`src/rtl/teclado_pkg.sv`:
```
// Shared definitions for the ATM keypad: key codes, entry modes, debounce states.
// Latency: none (declarations only).
// Backpressure: none; the keypad path has no flow control.
package teclado_pkg;

  localparam logic [3:0] TECLA_ENTER  = 4'd10;
  localparam logic [3:0] TECLA_BORRAR = 4'd11;
  // Codes at or above this value are not assigned to any key.
  localparam logic [3:0] TECLA_INVALIDA_MIN = 4'd12;

  localparam logic MODO_PIN   = 1'b0;
  localparam logic MODO_MONTO = 1'b1;

  typedef enum logic [1:0] {
    IDLE,
    DEB_PRESS,
    HELD,
    DEB_RELEASE
  } deb_state_t;

  function automatic logic es_digito(input logic [3:0] tecla);
    return tecla < 4'd10;
  endfunction

endpackage

```
`src/rtl/teclado_atm_if.sv`:
```
// Keypad bundle: raw key inputs and the registered PIN/amount results.
// Latency: none (wiring only).
// Backpressure: none; results are strobes that the consumer must take when they fire.
interface teclado_atm_if;

  logic [3:0]  TECLA;
  logic        TECLA_VALIDA;
  logic        MODO;
  logic [3:0]  DIGITO;
  logic        DIGITO_STB;
  logic [31:0] MONTO;
  logic        MONTO_STB;
  logic [3:0]  CUENTA_DIG;
  logic        ERROR_TECLA;

  // Keypad / stimulus side.
  modport master (
    output TECLA, TECLA_VALIDA, MODO,
    input  DIGITO, DIGITO_STB, MONTO, MONTO_STB, CUENTA_DIG, ERROR_TECLA
  );

  // Decoder side.
  modport slave (
    input  TECLA, TECLA_VALIDA, MODO,
    output DIGITO, DIGITO_STB, MONTO, MONTO_STB, CUENTA_DIG, ERROR_TECLA
  );

endinterface

```
`src/rtl/teclado_atm_antirrebote.sv`:
```
// Key debouncer: accepts a key after DEB_CYCLES equal samples, re-arms after DEB_CYCLES low samples.
// Latency: acepta rises in the cycle whose closing edge takes the DEB_CYCLES-th stable sample.
// Backpressure: none; a held key yields a single acceptance (no auto-repeat).
module antirrebote
  import teclado_pkg::*;
#(
  parameter int DEB_CYCLES = 4
) (
  input  logic       clock,
  input  logic       reset,
  input  logic [3:0] TECLA,
  input  logic       TECLA_VALIDA,
  output logic       acepta,
  output logic [3:0] codigo
);

  localparam int CW = (DEB_CYCLES < 2) ? 1 : $clog2(DEB_CYCLES + 1);
  localparam logic [CW-1:0] CNT_ULT = CW'(DEB_CYCLES - 1);

  deb_state_t    state, state_n;
  logic [CW-1:0] cnt, cnt_n;
  logic [3:0]    codigo_n;

  // State, stable-sample counter and latched key code.
  always_ff @(posedge clock or negedge reset) begin
    if (!reset) begin
      state  <= IDLE;
      cnt    <= '0;
      codigo <= '0;
    end else begin
      state  <= state_n;
      cnt    <= cnt_n;
      codigo <= codigo_n;
    end
  end

  // Next state; acepta is combinational so the decoder can register its result on the accepting edge.
  always_comb begin
    state_n  = state;
    cnt_n    = cnt;
    codigo_n = codigo;
    acepta   = 1'b0;
    unique case (state)
      IDLE: begin
        if (TECLA_VALIDA) begin
          codigo_n = TECLA;
          cnt_n    = CW'(1);
          if (DEB_CYCLES <= 1) begin
            acepta  = 1'b1;
            cnt_n   = '0;
            state_n = HELD;
          end else begin
            state_n = DEB_PRESS;
          end
        end
      end
      DEB_PRESS: begin
        // A drop or a code change aborts; the new code is only counted from IDLE.
        if (!TECLA_VALIDA || TECLA != codigo) begin
          cnt_n   = '0;
          state_n = IDLE;
        end else if (cnt == CNT_ULT) begin
          acepta  = 1'b1;
          cnt_n   = '0;
          state_n = HELD;
        end else begin
          cnt_n = cnt + CW'(1);
        end
      end
      HELD: begin
        if (!TECLA_VALIDA) begin
          cnt_n   = CW'(1);
          state_n = (DEB_CYCLES <= 1) ? IDLE : DEB_RELEASE;
          if (DEB_CYCLES <= 1) cnt_n = '0;
        end
      end
      DEB_RELEASE: begin
        if (TECLA_VALIDA) begin
          cnt_n   = '0;
          state_n = HELD;
        end else if (cnt == CNT_ULT) begin
          cnt_n   = '0;
          state_n = IDLE;
        end else begin
          cnt_n = cnt + CW'(1);
        end
      end
      default: begin
        cnt_n   = '0;
        state_n = IDLE;
      end
    endcase
  end

endmodule

```
`src/rtl/teclado_atm.sv`:
```
// ATM keypad decoder: debounced keys become PIN digit strobes or a committed decimal amount.
// Latency: all outputs registered on the edge taking the DEB_CYCLES-th stable sample.
// Backpressure: none; strobes last one cycle and MONTO holds until the next commit.
module teclado_atm
  import teclado_pkg::*;
#(
  parameter int DEB_CYCLES = 4,
  parameter int MAX_DIG    = 9   // at most 9 so the 32-bit accumulator cannot overflow
) (
  input  logic          clock,
  input  logic          reset,
  teclado_atm_if.slave  bus
);

  logic        acepta;
  logic [3:0]  codigo;

  logic        modo_prev, modo_prev_n;
  logic [31:0] acc, acc_n, acc_base;
  logic [3:0]  cnt_dig, cnt_dig_n, cnt_base;
  logic [3:0]  digito, digito_n;
  logic        digito_stb, digito_stb_n;
  logic [31:0] monto, monto_n;
  logic        monto_stb, monto_stb_n;
  logic        error_tecla, error_tecla_n;

  antirrebote #(.DEB_CYCLES(DEB_CYCLES)) u_antirrebote (
    .clock        (clock),
    .reset        (reset),
    .TECLA        (bus.TECLA),
    .TECLA_VALIDA (bus.TECLA_VALIDA),
    .acepta       (acepta),
    .codigo       (codigo)
  );

  // Decode the accepted key against the mode sampled at acceptance.
  always_comb begin
    modo_prev_n   = modo_prev;
    acc_base      = acc;
    cnt_base      = cnt_dig;
    acc_n         = acc;
    cnt_dig_n     = cnt_dig;
    digito_n      = digito;
    digito_stb_n  = 1'b0;
    monto_n       = monto;
    monto_stb_n   = 1'b0;
    error_tecla_n = 1'b0;
    if (acepta) begin
      // A mode switch discards any half-typed amount before the key is applied.
      if (bus.MODO != modo_prev) begin
        acc_base = '0;
        cnt_base = '0;
      end
      modo_prev_n = bus.MODO;
      acc_n       = acc_base;
      cnt_dig_n   = cnt_base;
      if (codigo >= TECLA_INVALIDA_MIN) begin
        error_tecla_n = 1'b1;
      end else if (bus.MODO == MODO_PIN) begin
        if (es_digito(codigo)) begin
          digito_n     = codigo;
          digito_stb_n = 1'b1;
        end
      end else if (es_digito(codigo)) begin
        if (cnt_base < 4'(MAX_DIG)) begin
          acc_n     = acc_base * 32'd10 + 32'(codigo);
          cnt_dig_n = cnt_base + 4'd1;
        end else begin
          error_tecla_n = 1'b1;
        end
      end else if (codigo == TECLA_ENTER) begin
        if (cnt_base != 4'd0) begin
          monto_n     = acc_base;
          monto_stb_n = 1'b1;
          acc_n       = '0;
          cnt_dig_n   = '0;
        end else begin
          error_tecla_n = 1'b1;
        end
      end else begin
        acc_n     = '0;
        cnt_dig_n = '0;
      end
    end
  end

  // Register decoder state and every output.
  always_ff @(posedge clock or negedge reset) begin
    if (!reset) begin
      modo_prev   <= MODO_PIN;
      acc         <= '0;
      cnt_dig     <= '0;
      digito      <= '0;
      digito_stb  <= 1'b0;
      monto       <= '0;
      monto_stb   <= 1'b0;
      error_tecla <= 1'b0;
    end else begin
      modo_prev   <= modo_prev_n;
      acc         <= acc_n;
      cnt_dig     <= cnt_dig_n;
      digito      <= digito_n;
      digito_stb  <= digito_stb_n;
      monto       <= monto_n;
      monto_stb   <= monto_stb_n;
      error_tecla <= error_tecla_n;
    end
  end

  assign bus.DIGITO      = digito;
  assign bus.DIGITO_STB  = digito_stb;
  assign bus.MONTO       = monto;
  assign bus.MONTO_STB   = monto_stb;
  assign bus.CUENTA_DIG  = cnt_dig;
  assign bus.ERROR_TECLA = error_tecla;

endmodule

```
`src/flat_wrapper.sv`:
```
// flat-port wrapper written by rule: the top's interface ports become plain ports
module teclado_atm_flat import teclado_pkg::*;
#(
  parameter int DEB_CYCLES = 4,
  parameter int MAX_DIG    = 9                                                         
)
  (clock, reset, bus_TECLA, bus_TECLA_VALIDA, bus_MODO, bus_DIGITO, bus_DIGITO_STB, bus_MONTO, bus_MONTO_STB, bus_CUENTA_DIG, bus_ERROR_TECLA);
  teclado_atm_if bus_i ();
  input  logic clock;
  input  logic reset;
  input wire logic [$bits(bus_i.TECLA)-1:0] bus_TECLA;
  input wire logic [$bits(bus_i.TECLA_VALIDA)-1:0] bus_TECLA_VALIDA;
  input wire logic [$bits(bus_i.MODO)-1:0] bus_MODO;
  output wire logic [$bits(bus_i.DIGITO)-1:0] bus_DIGITO;
  output wire logic [$bits(bus_i.DIGITO_STB)-1:0] bus_DIGITO_STB;
  output wire logic [$bits(bus_i.MONTO)-1:0] bus_MONTO;
  output wire logic [$bits(bus_i.MONTO_STB)-1:0] bus_MONTO_STB;
  output wire logic [$bits(bus_i.CUENTA_DIG)-1:0] bus_CUENTA_DIG;
  output wire logic [$bits(bus_i.ERROR_TECLA)-1:0] bus_ERROR_TECLA;
  assign bus_i.TECLA = bus_TECLA;
  assign bus_i.TECLA_VALIDA = bus_TECLA_VALIDA;
  assign bus_i.MODO = bus_MODO;
  assign bus_DIGITO = bus_i.DIGITO;
  assign bus_DIGITO_STB = bus_i.DIGITO_STB;
  assign bus_MONTO = bus_i.MONTO;
  assign bus_MONTO_STB = bus_i.MONTO_STB;
  assign bus_CUENTA_DIG = bus_i.CUENTA_DIG;
  assign bus_ERROR_TECLA = bus_i.ERROR_TECLA;
  teclado_atm #(.DEB_CYCLES(DEB_CYCLES), .MAX_DIG(MAX_DIG)) u_core (.clock(clock), .reset(reset), .bus(bus_i));
endmodule
```
`config.mk`:
```
export PLATFORM = sky130hd
export DESIGN_NAME = teclado_atm_flat
export DESIGN_NICKNAME = d
export VERILOG_FILES = /design/src/rtl/teclado_pkg.sv /design/src/rtl/teclado_atm_if.sv /design/src/rtl/teclado_atm_antirrebote.sv /design/src/rtl/teclado_atm.sv /design/src/flat_wrapper.sv
export SDC_FILE = /design/constraint.sdc
export NUM_CORES = 1
export LEC_CHECK = 0
export BUFFER_PORTS_ARGS = -buffer_cell sky130_fd_sc_hd__buf_2
export CAP_MARGIN = 20
export CORE_MARGIN = 3
export CORE_UTILIZATION = 40
export DETAILED_ROUTE_END_ITERATION = 8
export PLACE_DENSITY_LB_ADDON = 0.12
export SLEW_MARGIN = 20
export SYNTH_ARGS = -nofsm -noshare
export SYNTH_HDL_FRONTEND = slang
export SYNTH_HIERARCHICAL = 1
export SYNTH_SLANG_ARGS = --single-unit
export TNS_END_PERCENT = 30
```
`constraint.sdc`:
```
create_clock -name clock -period 7 [get_ports clock]
set_input_delay 1.4 -clock clock [delete_from_list [all_inputs] [get_ports clock]]
set_output_delay 1.4 -clock clock [all_outputs]
set_load 0.03 [all_outputs]
```
==> metrics <==
status finished clean; CTS-repair resized insts 0; Tcrit/Tclk final 80.9%; worst setup path category primary input to flip-flop; actual slew at the worst max-slew pin 1.04 ns; layout cells sized above 1 15.6%; WL/cell 17.2 um; Worst-path clk slew 0.06 ns; syn nets 813; GRT Overall Usage 19.8%; slowest stage cell, crit path nor4b_2; Post-Route Skew 0.00898 ns; Max Cap Viol 0; pre-CTS setup slack 1.03 ns; global placer's final weighted congestion 0.889; Synth async-reset ratio 100%; DPL Wire Length 13.2 mm; global-route wire length before repair 28.6 mm; clock sink total 85; Setup TNS 0 ns; Layout fillers 1557; Final nets 851; CTS Hold Bufs 0; number of unique standard cell types used by synthesis 80; antenna violations before repair 0; largest net degree at the start of global routing 86; Vias 5688; total core area 15900 um^2; H-tree depth 3; Core Rows 46; FMAX 0.177 GHz; Post-synth EDFFs 0; Clk Latency, worst-skew pair 0.34 ns; via density per instance 5.63; slowest stage delay, CP 0.51 ns; GRT overflow 0; crit end category flip-flop; commonest non-fill, non-tap cell in the layout nand2_1; clk buf depth 2; Worst Path Required 7.23 ns; Post-Synthesis Cell Area 6540 um^2; Ports 51; warnings from Yosys 6; relative slew slack 30.5%; Area Overhead vs Synth 11.7%; Worst Hold Class flip-flop to flip-flop; Synth Flop Type dfrtp_1; Final WS setup 1.34 ns; Post-Syn Instances 751; synth top area cells dfrtp_1 33%, ha_1 10%, nand2_1 6.5%; commonest non-fill, non-tap cells in the layout 114 x nand2_1, 85 x dfrtp_1, 64 x o21ai_0, 58 x nor2_1, 53 x ha_1; largest area contributor in the netlist dfrtp_1; Clock Tree Root clkbuf_16; DR DRC count 0; CP cell instances buf_2 > xnor2_2 > buf_4 > and2_1 > ha_1 > ha_1 > a211oi_2 > o21ai_0 > a32oi_1 > o2111ai_1 > nor4b_2 > nand4_1 > nor4b_2 > nand4_1 > xnor2_1 > a21oi_1; pwr dens 148 nW/um^2; post-synth top area share 32.5%; crit path DAT 5.89 ns; critical path peak fanout 37; CTS tree done; post-route minimum period 5.66 ns; setup violators final 0; crit path launch type primary input; Initial Util 41.0%; Final Hold Viols 0; Lkg Pwr 3.45 nW; total CTS buffers 9; count of buffers from port buffering 50; unrepaired setup endpoints after global routing false; die height 134 um; Seq cells post-synth 85; wirelength, routed 17.4 mm; vias in the first global route 5546; drt first pass iters 4; Peak VDD IR 84.9 uV; Slew Viols, Final 0; DRT antenna net count 0; Mapped Avg Cell Area 8.70 um^2; Die ar. 17900 um^2; initial drt markers 408; ant diodes 0; sequential share of the synthesized area 32.5%; chip width 134 um; Setup Buffers After CTS 0
critical path, delay by kind of cell:
| family | cells | cell delay, ns |
|---|---|---|
| adders and majority gates | 2 | 0.62 |
| buffers and inverters | 2 | 0.49 |
| AOI/OAI and AO/OA | 5 | 1.33 |
| and+or+nand+nor | 5 | 1.69 |
| xor gates and xnor gates | 2 | 0.33 |
path summary, 6_finish.rpt:
check / startpoint / to / slack (ns) / cells past startpoint
worst max-delay path: bus_MODO / u_core/acc[31]$_DFFE_PN0P_ / 1.34 / 16
worst min-delay path: u_core/bus.DIGITO[0]$_DFFE_PN0P_ / u_core/bus.DIGITO[0]$_DFFE_PN0P_ / 0.47 / 2
worst max register to register: u_core/modo_prev$_DFFE_PN0P_ / u_core/acc[31]$_DFFE_PN0P_ / 2.14 / 15
worst min register to register: u_core/bus.DIGITO[0]$_DFFE_PN0P_ / u_core/bus.DIGITO[0]$_DFFE_PN0P_ / 0.47 / 2
max in group asynchronous: reset / u_core/acc[12]$_DFFE_PN0P_ / 5.33 / 1
min in group asynchronous: reset / u_core/bus.MONTO[2]$_DFFE_PN0P_ / 1.09 / 1
synth_stat cells (all sizes together), types with 4 or more instances:
master	number
nand2b	8
nand2	114
a22o	7
ha	53
dfrtp	85
o211ai	5
o21a	6
buf	7
nor2b	7
nor2	60
inv	14
xor2	22
a31oi	6
a21oi	35
o21ai	74
a211oi	7
nand4	13
clkbuf	22
xnor2	41
nand3	17
nor3	10
mux2	27
and3	17
and2	29
o21bai	4
layer usage:
layer | GRT usage [%] | up-vias | wire [um]
met4 | 4.80 | 0 | 227
li1 | - | 2761 | -
met5 | 0 | - | 0
met2 | 31.8 | 126 | 8100
met1 | 28.1 | 2788 | 8470
met3 | 3.00 | 13 | 622
cell families after synthesis:
kind of cell / Yosys count / share of synthesized area [%]
and+or+nand+nor: 295 / 22.6
adders and majority gates: 54 / 10.5
AOI/OAI and AO/OA: 183 / 18.4
DFF: 85 / 32.5
buffers and inverters: 43 / 2.74
muxes: 28 / 4.80
xor gates and xnor gates: 63 / 8.44
flip-flops by register name, summed over array words and instances (netlist names):
register and cells:
u_core/bus.DIGITO 4, u_core/acc 32, u_core/u_antirrebote/state 2, u_core/bus.CUENTA_DIG 4, u_core/u_antirrebote/codigo 4, u_core/modo_prev 1, u_core/bus.ERROR_TECLA 1, u_core/bus.MONTO_STB 1
u_core/bus.DIGITO_STB 1, u_core/bus.MONTO 32, u_core/u_antirrebote/cnt 3
layout make-up:
cell class / count / area, um^2 / area share (%)
Multi-Input combinational cell: 623 / 4240 / 58.0
Clock buffer: 11 / 253 / 3.46
Inverter: 14 / 52.6 / 0.720
Tap cell: 216 / 270 / 3.70
Sequential cell: 85 / 2130 / 29.1
Timing Repair Buffer: 56 / 302 / 4.13
Clock inverter: 5 / 58.8 / 0.805
power breakdown:
part	switching, mW	total, mW	internal, mW
clock	0.198	0.494	0.296
sequential	0.0149	0.512	0.497
combinational	0.0478	0.0716	0.0237
per-stage QoR:
stage          area [um^2]  power, mW  cells  util (%)  hold slack [ns]
2_1_floorplan         6540      0.564    751         -            0.442
3_3_place_gp          6990      0.590    994      43.8            0.453
3_5_place_dp          6990      0.593    994      43.8            0.457
4_1_cts               7300       1.09   1010      45.8            0.473
5_1_grt               7300       1.12   1010      45.8            0.487
6_report              7300       1.08   1010      45.8            0.469
Note: power is estimated with default switching activity, not from simulation.
